File: config.mk
export PLATFORM = sky130hd
export DESIGN_NAME = slow_tick_bcd_counter
export DESIGN_NICKNAME = d
export VERILOG_FILES = /design/src/rtl/slow_tick_bcd_counter.sv
export SDC_FILE = /design/constraint.sdc
export NUM_CORES = 1
export LEC_CHECK = 0
export CAP_MARGIN = 20
export CELL_PAD_IN_SITES_DETAIL_PLACEMENT = 2
export CELL_PAD_IN_SITES_GLOBAL_PLACEMENT = 2
export CORE_MARGIN = 3
export CORE_UTILIZATION = 34
export CTS_BUF_LIST = sky130_fd_sc_hd__clkbuf_4
export CTS_CLUSTER_SIZE = 24
export DETAILED_ROUTE_END_ITERATION = 10
export PLACE_DENSITY = 0.95
export RECOVER_POWER = 50
export REMOVE_ABC_BUFFERS = 1
export SYNTH_ARGS = -nofsm -noshare
export SYNTH_HDL_FRONTEND = slang
export SYNTH_SLANG_ARGS = --single-unit
File: constraint.sdc
create_clock -name clk -period 4.5 [get_ports clk]
set_input_delay 0.45 -clock clk [delete_from_list [all_inputs] [get_ports clk]]
set_output_delay 0.45 -clock clk [all_outputs]
set_load 0.1 [all_outputs]
File: src/rtl/slow_tick_bcd_counter.sv
`default_nettype none
// ============================================================================
// Module      : slow_tick_bcd_counter
// Description : Samples the divider's slow square wave as data, turns each
//               rising edge into a one-cycle tick and advances a two-digit
//               modulo-MODULO BCD up/down counter with a rollover pulse.
// Revision    : 1.0 - initial release
// ============================================================================
module slow_tick_bcd_counter #(
    parameter int SYNC_STAGES = 2,   // synchronizer depth on slower_clk, 2..4
    parameter int MODULO      = 60   // count range 0..MODULO-1, 2..100
) (
    input  logic       clk,
    input  logic       reset_n,
    input  logic       slower_clk,
    input  logic       en,
    input  logic       up_dn,
    input  logic       clr,
    output logic [3:0] tens,
    output logic [3:0] ones,
    output logic       tick,
    output logic       wrap
);

    // Terminal count split into its BCD digits.
    localparam int         c_term      = MODULO - 1;
    localparam logic [3:0] c_term_tens = 4'(c_term / 10);
    localparam logic [3:0] c_term_ones = 4'(c_term % 10);

    logic [SYNC_STAGES-1:0] sync_q, sync_d;
    logic                   hist_q, hist_d;
    logic                   tick_q, tick_d;
    logic                   wrap_q, wrap_d;
    logic [3:0]             tens_q, tens_d;
    logic [3:0]             ones_q, ones_d;

    logic w_sync;
    logic w_rise;

    // Synchronizer chain: stage 0 samples the raw input, each later stage
    // takes the one before it.
    assign sync_d[0] = slower_clk;
    for (genvar i = 1; i < SYNC_STAGES; i++) begin : g_sync_stage
        assign sync_d[i] = sync_q[i-1];
    end

    assign w_sync = sync_q[SYNC_STAGES-1];
    assign w_rise = w_sync & ~hist_q;

    // Edge history and tick pulse; tick ignores en/clr on purpose.
    always_comb begin
        hist_d = w_sync;
        tick_d = w_rise;
    end

    // BCD count update; clear beats a coincident tick.
    always_comb begin
        tens_d = tens_q;
        ones_d = ones_q;
        wrap_d = 1'b0;
        if (clr) begin
            tens_d = 4'd0;
            ones_d = 4'd0;
        end else if (w_rise && en) begin
            if (up_dn) begin
                if (tens_q == c_term_tens && ones_q == c_term_ones) begin
                    tens_d = 4'd0;
                    ones_d = 4'd0;
                    wrap_d = 1'b1;
                end else if (ones_q == 4'd9) begin
                    ones_d = 4'd0;
                    tens_d = tens_q + 4'd1;
                end else begin
                    ones_d = ones_q + 4'd1;
                end
            end else begin
                if (tens_q == 4'd0 && ones_q == 4'd0) begin
                    tens_d = c_term_tens;
                    ones_d = c_term_ones;
                    wrap_d = 1'b1;
                end else if (ones_q == 4'd0) begin
                    ones_d = 4'd9;
                    tens_d = tens_q - 4'd1;
                end else begin
                    ones_d = ones_q - 4'd1;
                end
            end
        end
    end

    // State registers. Synchronizer and history reset to 1 so a level that is
    // already high when reset releases is not mistaken for a rising edge.
    always_ff @(posedge clk) begin
        if (!reset_n) begin
            sync_q <= '1;
            hist_q <= 1'b1;
            tick_q <= 1'b0;
            wrap_q <= 1'b0;
            tens_q <= 4'd0;
            ones_q <= 4'd0;
        end else begin
            sync_q <= sync_d;
            hist_q <= hist_d;
            tick_q <= tick_d;
            wrap_q <= wrap_d;
            tens_q <= tens_d;
            ones_q <= ones_d;
        end
    end

    assign tens = tens_q;
    assign ones = ones_q;
    assign tick = tick_q;
    assign wrap = wrap_q;

endmodule
`default_nettype wire

* After elaboration in Yosys (flattened, before gate mapping)
Index checks and enable logic that the tools add are counted.
** Storage, ports and cells
- Bits in registers :: 13
** Operators by class
- Eq/ne operators :: 3
- $add $sub $neg :: 4
- Bitwise operators :: 4
- Reductions and logical operators :: 9
- Muxes and demuxes :: 13
** Operator list (count)
- 4-bit two-way mux :: 10
- 4-bit by 1-bit adder with 4-bit output (second input constant) :: 2
- 4-bit logical NOT :: 2
- 4-bit by 1-bit subtractor with 4-bit output (second input constant) :: 2
- 4-bit by 3-bit equality test with 1-bit output (second input constant) :: 1
- 4-bit equality test (second input constant) :: 1
- 1-bit logical AND :: 3
- 1-bit two-way mux :: 3
- 3-bit by 1-bit inequality test with 1-bit output (second input constant) :: 1
- 1-bit inverter :: 3
- 3-bit AND reduction :: 1
- 3-bit nonzero test :: 1
- 3-bit OR reduction :: 1
- 2-bit OR reduction :: 1
- 1-bit AND :: 1

* Depth between registers and ports, before layout
Gate-level depths: netlist of the first run.
- Depth in word-level cells :: 5
- Mapped depth :: 6
- Depth with buffers taken out :: 6

* Worst setup path before layout of the first run
OpenSTA, ideal clock, no wires.
- Kind :: flip-flop to flip-flop
- Start point :: register ones_q[1] (netlist: ones[1])
- End point :: register tens_q[0] (netlist: tens[0])
- Setup time :: 0.078 ns
- Required time :: 4.422 ns
- Arrival :: 2.334 ns
- Cell stages (with the launch flop) :: 7
- Slack :: 2.088 ns
- Cells stage by stage :: dfxtp_1 -> inv_1 -> ha_1 -> and3b_2 -> and4_1 -> a31o_2 -> nor3_1
** On the way
- Longest elaborated chain between the ends :: 4
- Elaborated cells between the ends (all ways) :: 10
- Those cells by class :: 2 x eq/ne; 3 x mux; 5 x reduce/logical
** Ends and longest elaborated chain
- from (decl) :: RTL line 35 : logic [3:0] ones_q, ones_d;
- from (signal assigned) :: RTL line 107 : ones_q <= ones_d;
- 4-bit equality test / 4-bit logical NOT (equally long branches)
- 1-bit logical AND (on tied branches) :: RTL line 66, 77
- 3-bit by 1-bit inequality test with 1-bit output (no source line) (tied with other cells)
- 3-bit AND reduction (no source line) / 4-bit two-way mux (equally long branches)
- to (signal assigned) :: RTL line 106 : tens_q <= tens_d;
- to (decl) :: RTL line 34 : logic [3:0] tens_q, tens_d;
Parallel ways exist; a longest one is shown, timed or not.
A chain may end at the register's enable or synchronous reset.

* Worst setup path after layout of the first run
- Start point :: register ones_q[0] (netlist: ones[0])
- End point :: output ones[0]
** RTL lines
- to (decl) :: RTL line 20 : output logic [3:0] ones,
No word-level cell between the ends.

==> results.yml, run 1 <==
cts:
  clock_sinks: 13
  clk_path_buf_depth: 2
  numCtsBuffers: 3
  clk_latency_ps: 290
  postCtsSetupBuffers: 0
  cts-root-buf: "clkbuf_4"
  holdBufCountCts: 0
  cts-htree-levels: 1
  cts_resized: 0
  cts_tree: "done"
  clk_pin_slew_ps: 90
synthesis:
  async_flop_share_pct: 0
  synth_enable_flop_cells: 0
  ys_warn_count: 0
  avgSynthCellArea_um2: 8.77
  ys.flop_type: "dfxtp_1"
  syn_inst: 96
  ys_ff_latch: 13
  synth_cell_types: 42
  synth-seq-area-share_pct: 30.9
  syn_area_um2: 842
critical_path:
  r2r_end: "wrap"
  path_class: "register to output pin"
  critPathMaxStageDelay_ps: 1200
  worstPathArrival_ps: 2020
  reg2reg_from: "ones[0]"
  reg2reg_slack_ps: 2350
  cp_num_cells: 1
  crit_end: "ones[0]"
  critPathTopFamily: "buffers and inverters"
  critPathSlowestCell: "clkdlybuf4s50_1"
  path_max_fanout: 9
  path_cells: "clkdlybuf4s50_1"
  rr_worst_depth: 6
  worstSetupEndpointType: "output pin"
  worst-path-buf-inv: 1
  start_kind: "register"
  cp.required_ps: 4050
  crit_start: "ones[0]"
timing:
  fmax_mhz: 404
  hold_viol: 0
  slew_viol_final: 0
  layout_worst_path_cycle_share_pct: 55.0
  worstMarginPinSlew_ps: 975
  layout_setup_ws_ps: 2030
  setup_tns_ps: 0
  fin_skew_ps: 5.72
  rsz0062_at_grt: "false"
  slew_headroom_pct: 34.8
  setup_viol: 0
  fin_crit_ps: 2470
cells_and_area:
  layout-drive-gt1-share_pct: 10.0
  syn_to_final_growth_pct: 20.5
  fin_nets: 124
  fin_util_pct: 44.6
  layout.cells.non_filler: 138
  fillers: 267
  antenna_cells: 0
grt:
  grt_first_pass_wirelength_um: 4360
  grt_max_degree: 19
  grt_overflow: 0
  antenna_found_initial: 0
  grt_pass1_vias: 872
  grt_usage_pct: 17.7
placement:
  portBuffers: 15
  gp_congestion: 0.809
  dp_hpwl_um: 1800
  dp.cells: 134
  pre_cts_slack_ps: 1950
worst_hold_path:
  worstHoldPathType: "register to register"
  whs_path_depth: 1
floorplan:
  die_w_um: 55.8
  core_um2: 2280
  ios: 16
  die-area_um2: 3110
  die_height_um: 55.8
  start_util_pct: 37.0
  rows: 17
power_and_ir_drop:
  peakVddDrop_v: 0.000106
  p_leak_nw: 0.397
  total_power_mw: 0.225
  p_per_area_nw_per_um2: 222
job:
  maxCapViolations: 0
detailed_routing:
  wl_per_cell_um: 17.6
  vias: 791
  drcViolationCount: 0
  routed_wl_um: 2430
  antenna_left: 0
  drtIter0Drc: 7
  viasPerCell: 5.73
  dr.pass1.iters: 3
status:
  outcome: "finished, final reports clean"
layout make-up:
cell class	instances	area [um2]	area share (%)
tap	28	35.0	3.45
inverter	6	22.5	2.22
multi-input combinational	72	517	50.9
clock buffer	4	30.0	2.96
timing repair buffer	15	150	14.8
sequential	13	260	25.6
through the flow:
step	hold slack, ps	area, um2
3_5_place_dp	413	988
5_1_grt	463	1010
2_1_floorplan	386	803
3_3_place_gp	390	988
6_report	426	1010
4_1_cts	434	1020
layer usage:
layer	up-vias	share of wire [%]	wire length, um	GRT usage [%]
met3	6	3.2	77	3.71
met2	16	51	1250	30.1
met4	0	2.3	55	6.25
met5	-	0	0	0
met1	395	43	1050	21.9
li1	374	-	-	-
placed cells by master, fill, tap and decap left out, types with 2 or more instances in the layout:
cell / n
a2bb2oi_1: 2
nor2_1: 9
clkdlybuf4s50_1: 11
a311oi_1: 2
a211oi_1: 3
dlygate4sd3_1: 4
nand2b_1: 5
nor4_1: 2
a21oi_1: 4
and3b_1: 2
clkbuf_4: 4
nor3_1: 4
inv_1: 6
ha_1: 7
nand2_1: 6
o22ai_1: 2
dfxtp_1: 13
power by group:
part / switching (mW) / internal [mW]
Combinational: 0.0143 / 0.00930
Clock: 0.0434 / 0.0405
Sequential: 0.00125 / 0.116
Total: 0.0589 / 0.166
synth_stat cells (2+ instances only):
| cell | instances | area share (%) |
|---|---|---|
| a311oi_1 | 2 | 2.1 |
| inv_1 | 6 | 2.7 |
| o22ai_1 | 2 | 1.5 |
| and3b_1 | 2 | 2.1 |
| buf_4 | 2 | 1.8 |
| nand2b_1 | 5 | 3.7 |
| nor4_1 | 2 | 1.5 |
| a2bb2oi_1 | 2 | 2.1 |
| a211oi_1 | 3 | 2.7 |
| dfxtp_1 | 13 | 31 |
| nor3_1 | 4 | 2.4 |
| ha_1 | 7 | 10 |
| nand2_1 | 6 | 2.7 |
| nor2_1 | 9 | 4.0 |
| a21oi_1 | 4 | 2.4 |
flip-flops by register name, summed over array words and instances, names as in the netlist:
register	count
hist_q	1
ones	4
sync_q	2
tens	4
tick	1
wrap	1
worst min path at each step:
stage | from | to
CTS | sync_q[0] | sync_q[1]
detailed placement | sync_q[0] | sync_q[1]
finish | sync_q[0] | sync_q[1]
floorplan | sync_q[0] | sync_q[1]
global placement | sync_q[0] | sync_q[1]
global route | sync_q[0] | sync_q[1]
kinds of logic after synthesis:
kind of cell | count (synthesis) | share of synthesized area (%)
simple gates | 41 | 28.5
compound gates | 22 | 20.7
flops | 13 | 30.9
buf+inv | 11 | 7.28
fa+ha+maj | 7 | 10.4
xor+xnor | 1 | 1.04
mux | 1 | 1.19
Power figures use the tool's default switching activity.
==> inputs of run 2 (changes only) <==
--- a/config.mk
+++ b/config.mk
@@ -9,11 +9,11 @@
 export CELL_PAD_IN_SITES_DETAIL_PLACEMENT = 2
 export CELL_PAD_IN_SITES_GLOBAL_PLACEMENT = 2
 export CORE_MARGIN = 3
-export CORE_UTILIZATION = 34
+export CORE_UTILIZATION = 28
 export CTS_BUF_LIST = sky130_fd_sc_hd__clkbuf_4
 export CTS_CLUSTER_SIZE = 24
 export DETAILED_ROUTE_END_ITERATION = 10
-export PLACE_DENSITY = 0.95
+export PLACE_DENSITY = 0.87
 export RECOVER_POWER = 50
 export REMOVE_ABC_BUFFERS = 1
 export SYNTH_ARGS = -nofsm -noshare
==> constraint.sdc (replaced) <==
create_clock -name clk -period 2.05 [get_ports clk]
set_input_delay 0.205 -clock clk [delete_from_list [all_inputs] [get_ports clk]]
set_output_delay 0.205 -clock clk [all_outputs]
set_load 0.1 [all_outputs]
==> results.yml, run 2 (synthesis results as in run 1) <==
cells_and_area:
  design_area_um2: 1010
  final_cell_mix: "dfxtp_1 (13), nor2_1 (9), ha_1 (7), buf_4 (7)"
  final_common_cell: "dfxtp_1"
  layout.cells.non_filler: 145
  layout-drive-gt1-share_pct: 21.1
  antenna_cells: 0
  syn_to_final_growth_pct: 19.6
  fin_nets: 128
status:
  outcome: "finished, final reports clean"
critical_path:
  path_class: "register to register"
  reg2reg_slack_ps: 180
  worstSetupEndpointType: "register"
  worstPathArrival_ps: 2060
  path_max_fanout: 6
  rr_worst_depth: 6
  start_kind: "register"
  crit_start: "ones[1]"
  cp.required_ps: 2240
  reg2reg_from: "ones[1]"
  r2r_end: "tens[1]"
timing:
  worstMarginPinSlew_ps: 1160
  slew_viol_final: 0
  layout_setup_ws_ps: 178
  setup_tns_ps: 0
  fin_crit_ps: 1870
  fin_skew_ps: 2.82
  hold_viol: 0
  layout_worst_path_cycle_share_pct: 91.3
  timing.hold.ws_ps: 425
  rsz0062_at_grt: "false"
  setup_viol: 0
  slew_headroom_pct: 22.7
  fmax_mhz: 534
detailed_routing:
  drcViolationCount: 0
  wl_per_cell_um: 17.7
  routed_wl_um: 2570
  vias: 823
  antenna_left: 0
  viasPerCell: 5.68
  drtIter0Drc: 16
  dr.pass1.iters: 4
floorplan:
  core_um2: 2810
  die-area_um2: 3700
  die_w_um: 60.8
  start_util_pct: 30.0
  die_height_um: 60.8
  rows: 19
  ios: 16
worst_hold_path:
  min_to: "sync_q[1]"
  worst_hold_startpoint: "sync_q[0]"
  worstHoldPathType: "register to register"
  whs_path_depth: 1
cts:
  numCtsBuffers: 3
  clock_sinks: 13
  clk_path_buf_depth: 2
  clk_latency_ps: 290
  postCtsSetupBuffers: 0
  cts_resized: 0
  cts-root-buf: "clkbuf_4"
  holdBufCountCts: 0
  clk_pin_slew_ps: 90
  cts-htree-levels: 1
  cts_tree: "done"
grt:
  grt_pass1_vias: 852
  grt_usage_pct: 15.5
  antenna_found_initial: 0
  grt_overflow: 0
  grt_max_degree: 18
  grt_first_pass_wirelength_um: 4290
power_and_ir_drop:
  peakVddDrop_v: 0.000145
  p_leak_nw: 0.418
  p_per_area_nw_per_um2: 492
placement:
  portBuffers: 15
  dpl_cell_area_um2: 997
  dp_hpwl_um: 1890
  gp_congestion: 0.836
  pre_cts_slack_ps: 203
  dp.cells: 141
job:
  maxCapViolations: 0
run 2: worst max-delay path by stage:
stage / endpoint / cells past startpoint
2_1_floorplan: tens[0] / 6
3_3_place_gp: tens[3] / 5
3_5_place_dp: tens[3] / 6
4_1_cts: tens[1] / 6
5_1_grt: tens[1] / 6
6_report: tens[1] / 6
run 2: metrics by stage:
step | util [%] | power, mW
6_report | 35.9 | 0.496
5_1_grt | 35.9 | 0.514
4_1_cts | 36.6 | 0.496
3_5_place_dp | 35.5 | 0.320
3_3_place_gp | 35.5 | 0.318
2_1_floorplan | - | 0.294
run 2: critical path, stage by stage, from the launching register on:
cell      delay, ps
dfxtp_1         330
inv_1           130
ha_1            230
or4b_4          520
a21oi_4         240
nor2_1           70
a211oi_1        250
run 2: routing by layer:
metal  track usage [%]  routed length, um  vias to the layer above
li1                  -                  -                      384
met1              21.0               1130                      411
met2              24.4               1260                       23
met3              3.19                138                        5
met4              4.95                 31                        0
met5                 0                  0                        -
run 2: layout make-up:
type | instances | area, um2
clock buffers | 4 | 30.0
fillers | 323 | 1800
inverters | 6 | 22.5
multi-input cells | 72 | 520
flip-flops and latches | 13 | 260
well taps | 31 | 38.8
repair buffers | 19 | 135
run 2: power by group:
group	internal, mW	total (mW)	switching [mW]
sequential	0.256	0.258	0.00237
combinational	0.0231	0.0552	0.0320
clock	0.0889	0.183	0.0939
total	0.368	0.496	0.128
